`src/rtl/icache_refill_mmu.sv`:
```
// Instruction-side MMU: direct-mapped I-cache with multi-word lines and a
// critical-word-first refill FSM talking req/ack to instruction memory.
module icache_refill_mmu #(
  parameter int ADDR_W = 32,
  parameter int DATA_W = 32,
  parameter int LINES  = 16,
  parameter int WORDS  = 4
) (
  input  logic              clk,
  input  logic              reset,
  input  logic [ADDR_W-1:0] addy,
  input  logic              ren,
  input  logic              flush,
  output logic [DATA_W-1:0] dataout,
  output logic              nostall,
  output logic              mem_req,
  output logic [ADDR_W-1:0] mem_addr,
  input  logic              mem_ack,
  input  logic [DATA_W-1:0] mem_rdata,
  output logic [31:0]       hit_cnt,
  output logic [31:0]       miss_cnt
);

  localparam int WORD_W = $clog2(WORDS);
  localparam int IDX_W  = $clog2(LINES);
  localparam int TAG_W  = ADDR_W - 2 - WORD_W - IDX_W;
  localparam int CNT_W  = WORD_W + 1;

  typedef enum logic [1:0] {
    ST_IDLE      = 2'd0,
    ST_REFILL    = 2'd1,
    ST_FILL_DONE = 2'd2
  } state_t;

  state_t              state_r, state_s;

  logic [DATA_W-1:0]   data_r [LINES][WORDS];
  logic [TAG_W-1:0]    tag_r  [LINES];
  logic [LINES-1:0]    valid_r;

  logic [TAG_W-1:0]    tag_s;
  logic [IDX_W-1:0]    index_s;
  logic [WORD_W-1:0]   word_s;
  logic                hit_s;
  logic                unused_s;

  logic [TAG_W-1:0]    ltag_r;
  logic [IDX_W-1:0]    lindex_r;
  logic [WORD_W-1:0]   wptr_r;
  logic [WORD_W-1:0]   wptr_inc_s;
  logic [CNT_W-1:0]    cnt_r;
  logic                last_ack_s;

  logic                mem_req_r;
  logic [ADDR_W-1:0]   mem_addr_r;
  logic [31:0]         hit_cnt_r;
  logic [31:0]         miss_cnt_r;
  logic                nostall_s;
  logic [DATA_W-1:0]   dataout_s;

  assign tag_s      = addy[ADDR_W-1 -: TAG_W];
  assign index_s    = addy[2+WORD_W +: IDX_W];
  assign word_s     = addy[2 +: WORD_W];
  assign unused_s   = ^addy[1:0];
  assign hit_s      = valid_r[index_s] && (tag_r[index_s] == tag_s);
  assign wptr_inc_s = wptr_r + WORD_W'(1);
  assign last_ack_s = mem_ack && (cnt_r == CNT_W'(WORDS - 1));

  // State register
  always_ff @(posedge clk) begin
    if (reset) begin
      state_r <= ST_IDLE;
    end else begin
      state_r <= state_s;
    end
  end

  // Next-state logic; flush aborts any refill in progress
  always_comb begin
    state_s = state_r;
    case (state_r)
      ST_IDLE: begin
        if (!flush && ren && !hit_s) begin
          state_s = ST_REFILL;
        end else begin
          state_s = ST_IDLE;
        end
      end
      ST_REFILL: begin
        if (flush) begin
          state_s = ST_IDLE;
        end else if (last_ack_s) begin
          state_s = ST_FILL_DONE;
        end else begin
          state_s = ST_REFILL;
        end
      end
      ST_FILL_DONE: state_s = ST_IDLE;
      default:      state_s = ST_IDLE;
    endcase
  end

  // Fetch-side outputs: combinational lookup, only ever valid in IDLE
  always_comb begin
    nostall_s = 1'b0;
    dataout_s = '0;
    if (!reset && state_r == ST_IDLE) begin
      nostall_s = !flush && (!ren || hit_s);
      if (ren && hit_s) begin
        dataout_s = data_r[index_s][word_s];
      end else begin
        dataout_s = '0;
      end
    end else begin
      nostall_s = 1'b0;
      dataout_s = '0;
    end
  end

  // Control datapath: valid bits, refill pointers, memory request, counters
  always_ff @(posedge clk) begin
    if (reset) begin
      valid_r    <= '0;
      ltag_r     <= '0;
      lindex_r   <= '0;
      wptr_r     <= '0;
      cnt_r      <= '0;
      mem_req_r  <= 1'b0;
      mem_addr_r <= '0;
      hit_cnt_r  <= 32'd0;
      miss_cnt_r <= 32'd0;
    end else begin
      case (state_r)
        ST_IDLE: begin
          if (flush) begin
            valid_r <= '0;
          end else if (ren && !hit_s) begin
            // Invalidate now so a partially refilled line can never hit
            valid_r[index_s] <= 1'b0;
            ltag_r     <= tag_s;
            lindex_r   <= index_s;
            wptr_r     <= word_s;
            cnt_r      <= '0;
            mem_req_r  <= 1'b1;
            mem_addr_r <= {tag_s, index_s, word_s, 2'b00};
            miss_cnt_r <= miss_cnt_r + 32'd1;
          end else if (ren) begin
            hit_cnt_r  <= hit_cnt_r + 32'd1;
          end
        end
        ST_REFILL: begin
          if (flush) begin
            valid_r   <= '0;
            mem_req_r <= 1'b0;
          end else if (mem_ack) begin
            wptr_r     <= wptr_inc_s;
            cnt_r      <= cnt_r + CNT_W'(1);
            mem_addr_r <= {ltag_r, lindex_r, wptr_inc_s, 2'b00};
            if (last_ack_s) begin
              mem_req_r <= 1'b0;
            end
          end
        end
        ST_FILL_DONE: begin
          if (flush) begin
            valid_r <= '0;
          end else begin
            valid_r[lindex_r] <= 1'b1;
          end
        end
        default: begin
          mem_req_r <= 1'b0;
        end
      endcase
    end
  end

  // Line storage: words land on refill acks, the tag on a completed fill
  always_ff @(posedge clk) begin
    if (!reset && !flush && state_r == ST_REFILL && mem_ack) begin
      data_r[lindex_r][wptr_r] <= mem_rdata;
    end
    if (!reset && !flush && state_r == ST_FILL_DONE) begin
      tag_r[lindex_r] <= ltag_r;
    end
  end

  assign dataout  = dataout_s;
  assign nostall  = nostall_s;
  assign mem_req  = mem_req_r;
  assign mem_addr = mem_addr_r;
  assign hit_cnt  = hit_cnt_r;
  assign miss_cnt = miss_cnt_r;

endmodule

```
`config.mk`:
```
export PLATFORM = sky130hd
export DESIGN_NAME = icache_refill_mmu
export DESIGN_NICKNAME = d
export VERILOG_FILES = /design/src/rtl/icache_refill_mmu.sv
export SDC_FILE = /design/constraint.sdc
export NUM_CORES = 2
export LEC_CHECK = 0
export CAP_MARGIN = 5
export CORE_ASPECT_RATIO = 1.1
export CORE_MARGIN = 8
export CORE_UTILIZATION = 30
export DETAILED_ROUTE_END_ITERATION = 8
export PLACE_DENSITY = 0.4
export SYNTH_ARGS = -nofsm -noshare
export SYNTH_HDL_FRONTEND = slang
export SYNTH_SLANG_ARGS = --single-unit
export TNS_END_PERCENT = 10
```
`constraint.sdc`:
```
create_clock -name clk -period 7.3 [get_ports clk]
set_input_delay 1.095 -clock clk [delete_from_list [all_inputs] [get_ports clk]]
set_output_delay 1.095 -clock clk [all_outputs]
set_load 0.01 [all_outputs]
```
* Word level (Yosys, flattened, before mapping)
Memory sizes are Yosys's and may differ from the RTL's.
Cells that the tools add are included.
** Storage, ports and cells
- Register bits after elaboration :: 148
- RAM bits :: 2432
- Input bits :: 69
- Output and inout bits :: 130
- Logic and storage cells :: 119
- Memories kept :: 2
** Memory list
- data_r :: depth 16, width 128, rd ports 1, clocked after memory_dff 0, wr ports 1, RTL line 37 : logic [DATA_W-1:0] data_r [LINES][WORDS];
- tag_r :: depth 16, width 24, rd ports 1, clocked after memory_dff 0, wr ports 1, RTL line 38 : logic [TAG_W-1:0] tag_r [LINES];
** Cells by class
- $add $sub $neg :: 4
- Magnitude comparators :: 7
- Equal/unequal tests :: 12
- Mux-type cells :: 48
- Bitwise operators :: 8
- Reductions and logical operators :: 28
** Operators with widths (number)
- 32-bit two-way mux :: 9
- 128-bit two-way mux :: 1
- 32-bit by 1-bit adder with 32-bit output, second input constant :: 2
- 32-bit binary-select mux with 2-bit select :: 1
- 32-bit demux with 2-bit select :: 1
- 16-bit two-way mux :: 4
- 32-bit one-hot mux with 2 select lines :: 1
- 16-bit one-hot mux with 3 select lines :: 1
- 24-bit == test :: 1
- 16-bit bitwise AND :: 1
- 16-bit inverter :: 1
- 16-bit OR :: 1
- 1-bit logical AND :: 15
- 1-bit two-way mux :: 13
- 2-bit two-way mux :: 6
- 3-bit two-way mux :: 4
- 4-bit by 5-bit < comparator with 1-bit output, second input constant :: 2
- 5-bit AND reduction :: 2
- 1-bit demux with 4-bit select :: 2
- 4-bit by 1-bit >= comparator with 1-bit output, second input constant :: 2
- 2-bit inequality test, second input constant :: 4
- 2-bit one-hot mux with 2 select lines :: 2
- 3-bit >= comparator, second input constant :: 2
- 3-bit inequality test, second input constant :: 2
- 20 further kinds :: 27

* Logic depth before layout (Yosys ltp)
- Depth after elaboration :: 9
- Gate-level depth with buffers :: 18
- Depth with buffers taken out :: 9

* Least setup slack after synthesis
Ideal clock, no wire load.
- Path type :: in2out
- Start :: input port addy[4]
- End :: output port dataout[0]
- Arrival time :: 4808 ps
- Required time :: 6205 ps
- Path slack :: 1397 ps
- Cell stages on the path :: 12
- Path through :: buf_4 > buf_6 > buf_4 > buf_4 > buf_2 > clkbuf_1 > clkbuf_1 > buf_1 > mux4_2 > mux4_2 > mux4_2 > nor2b_1
** On the way
- Longest elaborated chain between the ends :: 6
- Elaborated cells between the ends (all ways) :: 12
- Those cells by class :: 1 x eq/ne; 7 x mux; 2 x reduce/logical; 2 x memory
** Ends and longest elaborated chain
- start: declaration :: RTL line 11 : input logic [ADDR_W-1:0] addy,
- memory 16 x 24 bit, or another cell as far along
- 24-bit == test, or another cell as far along :: RTL line 65 : assign hit_s = valid_r[index_s] && (tag_r[index_s] == tag_s);
- 1-bit logical AND or 32-bit two-way mux (tied branches) :: RTL line 65, 110
- 1-bit logical AND or 32-bit two-way mux (tied branches) :: RTL line 109, 110
- 32-bit two-way mux * :: RTL line 109 : if (ren && hit_s) begin
- 32-bit two-way mux * :: RTL line 107 : if (!reset && state_r == ST_IDLE) begin
- end: declaration :: RTL line 14 : output logic [DATA_W-1:0] dataout,
Every way passes the cells marked *; elsewhere a longest branch is shown, timed or not. The select of a mux whose other input is x is not followed.

* Final worst setup path
Same ends and word-level chain as after synthesis.

==> summary.md <==
| Metric | Value |
|---|---|
| Status | `finished, final reports clean` |
| Mux share of post-synthesis cell area | `18.2%` |
| Relative slew slack | `15.6%` |
| Wire per inst | `32.0 um` |
| Total gr overflow | `0` |
| Clk buf depth | `4` |
| Synthesized cell area | `101000 sq um` |
| Drt total wl | `309000 um` |
| Skew-Pair Late Insertion Delay | `0.87 ns` |
| Placer Congestion | `0.730` |
| Compound-gate portion of the synthesized area | `1.90%` |
| Post-route ant nets | `0` |
| Startpoint Class | `input port` |
| Antenna violations before repair | `46` |
| Final min period | `6.66 ns` |
| FF+latch count, synth | `2576` |
| # fillers | `30900` |
| Port-buffer cells | `194` |
| Post-CTS Hold Fix Bufs | `0` |
| First-pass GRT wire length | `427000 um` |
| Io pins | `199` |
| Initial DRC count | `4920` |
| Main synth FF type | `edfxtp_1` |
| Kind of critical path | `in2out` |
| H-Tree Level Count | `5` |
| R2R Setup Slk | `3.01 ns` |
| Dpl ws | `0.663 ns` |
| Starting Density | `30.1%` |
| Full die area | `354000 sq um` |
| CP arrival | `5.56 ns` |
| Post-synth ARST share | `0%` |
| Area growth from synthesis to layout | `17.3%` |
| Cts bufs inserted | `296` |
| Clock transition at path regs | `0.06 ns` |
| Resized cells post-CTS | `0` |
| Simple-gate area share of the yosys netlist | `2.81%` |
| Setup violations, final | `0` |
| Synthesis Warnings | `0` |
| Worst setup margin | `0.643 ns` |
| Final nets | `5113` |
| Final cycle utilization of the critical path | `91.2%` |
| Detailed Routing Iterations Pass 1 | `6` |
| Pwr dens | `271 nW/um^2` |
| TritonCTS clock tree | `built` |
| R2R Path End | `hit_cnt[28]` |
| Worst-case reg-to-reg path depth | `10` |
| Chip height | `623 um` |
| Post-Synth XOR/XNOR Area | `0.157%` |
| Vias in the first global route | `51400` |
| Post-synth EDFFs | `2432` |
| Setup Skew | `0.0358 ns` |
| RR Startpoint | `tag_r[6][16]` |
| Cells along the critical path | `buf_8, buf_12, mux4_2, mux4_2, xnor2_1, or4b_1, nor3_1, nand4_1, buf_12, buf_4, nor2b_1, buf_4, clkdlybuf4s50_1` |
| Crit Path Max Fanout | `33` |
| RSZ-0062 raised after global routing | `false` |
| Vias per cell | `5.13` |
| Slowest CP cell | `or4b_1` |
| # Post-CTS Setup Buffers | `0` |
| Tightest Hold Check Type | `reg2reg` |
| Hold worst-path end | `cnt_r[2]` |
| Area share of fa/ha/maj cells after synthesis | `0.149%` |
| Max frequency | `0.150 GHz` |
| Root Driver | `clkbuf_16` |
| CP Capture Type | `output pin` |
| Die width | `568 um` |
| Min-delay src | `cnt_r[2]` |
| Cells after Synth | `4641` |
| DP HPWL | `175000 um` |
| Core ar. | `335000 sq um` |
| Post-synthesis sequential area ratio | `75.5%` |
| Max-cap violations | `0` |
| Hold Crit Depth | `2` |
| Final hold viol count | `0` |
| Area after DPL | `109000 sq um` |
| Final Instance Area | `118000 sq um` |
| VDD IR max | `143 uV` |
| Crit-path max cell delay | `0.61 ns` |
| Total negative slack | `0 ns` |
| Cell Rows | `223` |
| Synthesized area per cell | `21.7 sq um` |
| Synth unique cells | `71` |
| Drc violations | `0` |
| Largest family of logic cells by synthesized area | `multiplexers` |
| Buf/Inv on CP | `6` |
| Worst Path Required | `6.20 ns` |
| P_leak | `0.0357 uW` |
| Top delay family on crit path | `buffers and inverters` |
| Layout cells sized above 1 | `28.2%` |
| Via count | `49500` |
| Pin count of the biggest net entering global routing | `129` |
| Worst Max-Slew Pin Slew | `1.26 ns` |
| Slew Limit Fails | `0` |
| Gr usage total | `17.0%` |
| CTS Sinks | `2576` |
==> per-layer routing <==
layer	GRT usage [%]	up-vias	part of all wire, %
met1	23.5	27200	44
li1	-	20400	-
met5	0	-	0.0042
met4	3.67	2	2.3
met3	2.85	386	5.5
met2	28.3	1427	48
==> placed cells by master (no fill, tap or decap), drive strengths merged, types with 10 or more instances in the layout <==
| master | count |
|---|---|
| edfxtp | 2432 |
| mux4 | 746 |
| clkbuf | 375 |
| buf | 215 |
| clkdlybuf4s50 | 154 |
| dfxtp | 144 |
| nor2 | 134 |
| nand2 | 119 |
| clkinv | 117 |
| nor2b | 86 |
| mux2i | 84 |
| a21oi | 84 |
| mux2 | 55 |
| nand3 | 52 |
| a211oi | 46 |
| o21ai | 40 |
| nor3 | 39 |
| inv | 35 |
| o31ai | 26 |
| nand4 | 22 |
| nor4 | 22 |
| or4 | 20 |
| a22oi | 17 |
| or3 | 16 |
| bufinv | 16 |
| and3 | 14 |
| xnor2 | 12 |
| ha | 12 |
| o41ai | 12 |
| or2 | 11 |
| diode | 10 |
| o22ai | 10 |
| o311ai | 10 |
==> report_power, final <==
group          switching (uW)  total [uW]  internal, uW
logic                     871        1470           603
clock network            5930       14200          8280
registers                53.7       16200         16200
total                    6860       31900         25100
==> per-stage QoR <==
stage | std cells | util [%] | hold WS (ns) | total power (uW)
floorplan | 4642 | - | 0.441 | 17400
global placement | 9121 | 32.5 | 0.465 | 18100
detailed placement | 9121 | 32.5 | 0.479 | 18100
CTS | 9638 | 35.3 | 0.464 | 32400
global route | 9639 | 35.3 | 0.494 | 33000
finish | 9648 | 35.3 | 0.483 | 31900
==> Yosys cell counts (all sizes together), types with 40 or more instances <==
cell type     n  area, sq um
nor2b        86          538
o21ai        40          200
mux2         55          619
nand2       119          447
a21oi        84          420
nor2        134          503
mux2i        84          841
edfxtp     2432        73000
a211oi       46          345
buf         104          617
dfxtp       144         2880
mux4        746        16800
clkbuf      173          649
nand3        52          265
==> logic make-up (layout without fill, tap and decap cells) <==
family / after synthesis / in the layout
simple gates: 559 / 559
compound gates: 284 / 284
mux: 885 / 885
other cells: 1 / 12
fa+ha+maj: 12 / 12
buf+inv: 306 / 915
xor+xnor: 18 / 18
flops: 2576 / 2576
==> how the worst max path moves through the flow <==
stage | startpoint | to | slack [ns] | depth (start not counted)
5_1_grt | addy[5] | dataout[0] | 0.41 | 16
2_1_floorplan | addy[4] | dataout[0] | 1.40 | 12
3_3_place_gp | addy[4] | dataout[0] | 0.62 | 13
6_report | addy[4] | dataout[0] | 0.64 | 13
3_5_place_dp | addy[4] | dataout[0] | 0.66 | 13
4_1_cts | addy[4] | dataout[0] | 0.61 | 13
==> registers in the layout (all words and copies together) (netlist names) <==
signal / count
mem_req: 1
mem_addr: 29
tag_r: 384
miss_cnt: 32
lindex_r: 4
wptr_r: 1
ltag_r: 24
valid_r: 16
cnt_r: 3
state_r: 2
hit_cnt: 32
data_r: 2048
==> area by class of cell <==
class,instances,area (sq um),area share (%)
flip-flops and latches,2576,75900,64.3
multi-input cells,1760,24000,20.3
clock buffers,375,8000,6.78
well taps,4387,5490,4.65
repair buffers,369,3360,2.85
clock inverters,142,1110,0.941
inverters,29,109,0.0923
diodes,10,25.0,0.0212
==> tightest hold or removal path, stage by stage, from the launching register on <==
cell and delay, ns:
dfxtp_1 0.29, inv_1 0.07, o31ai_1 0.07
Power figures use the tool's default switching activity.
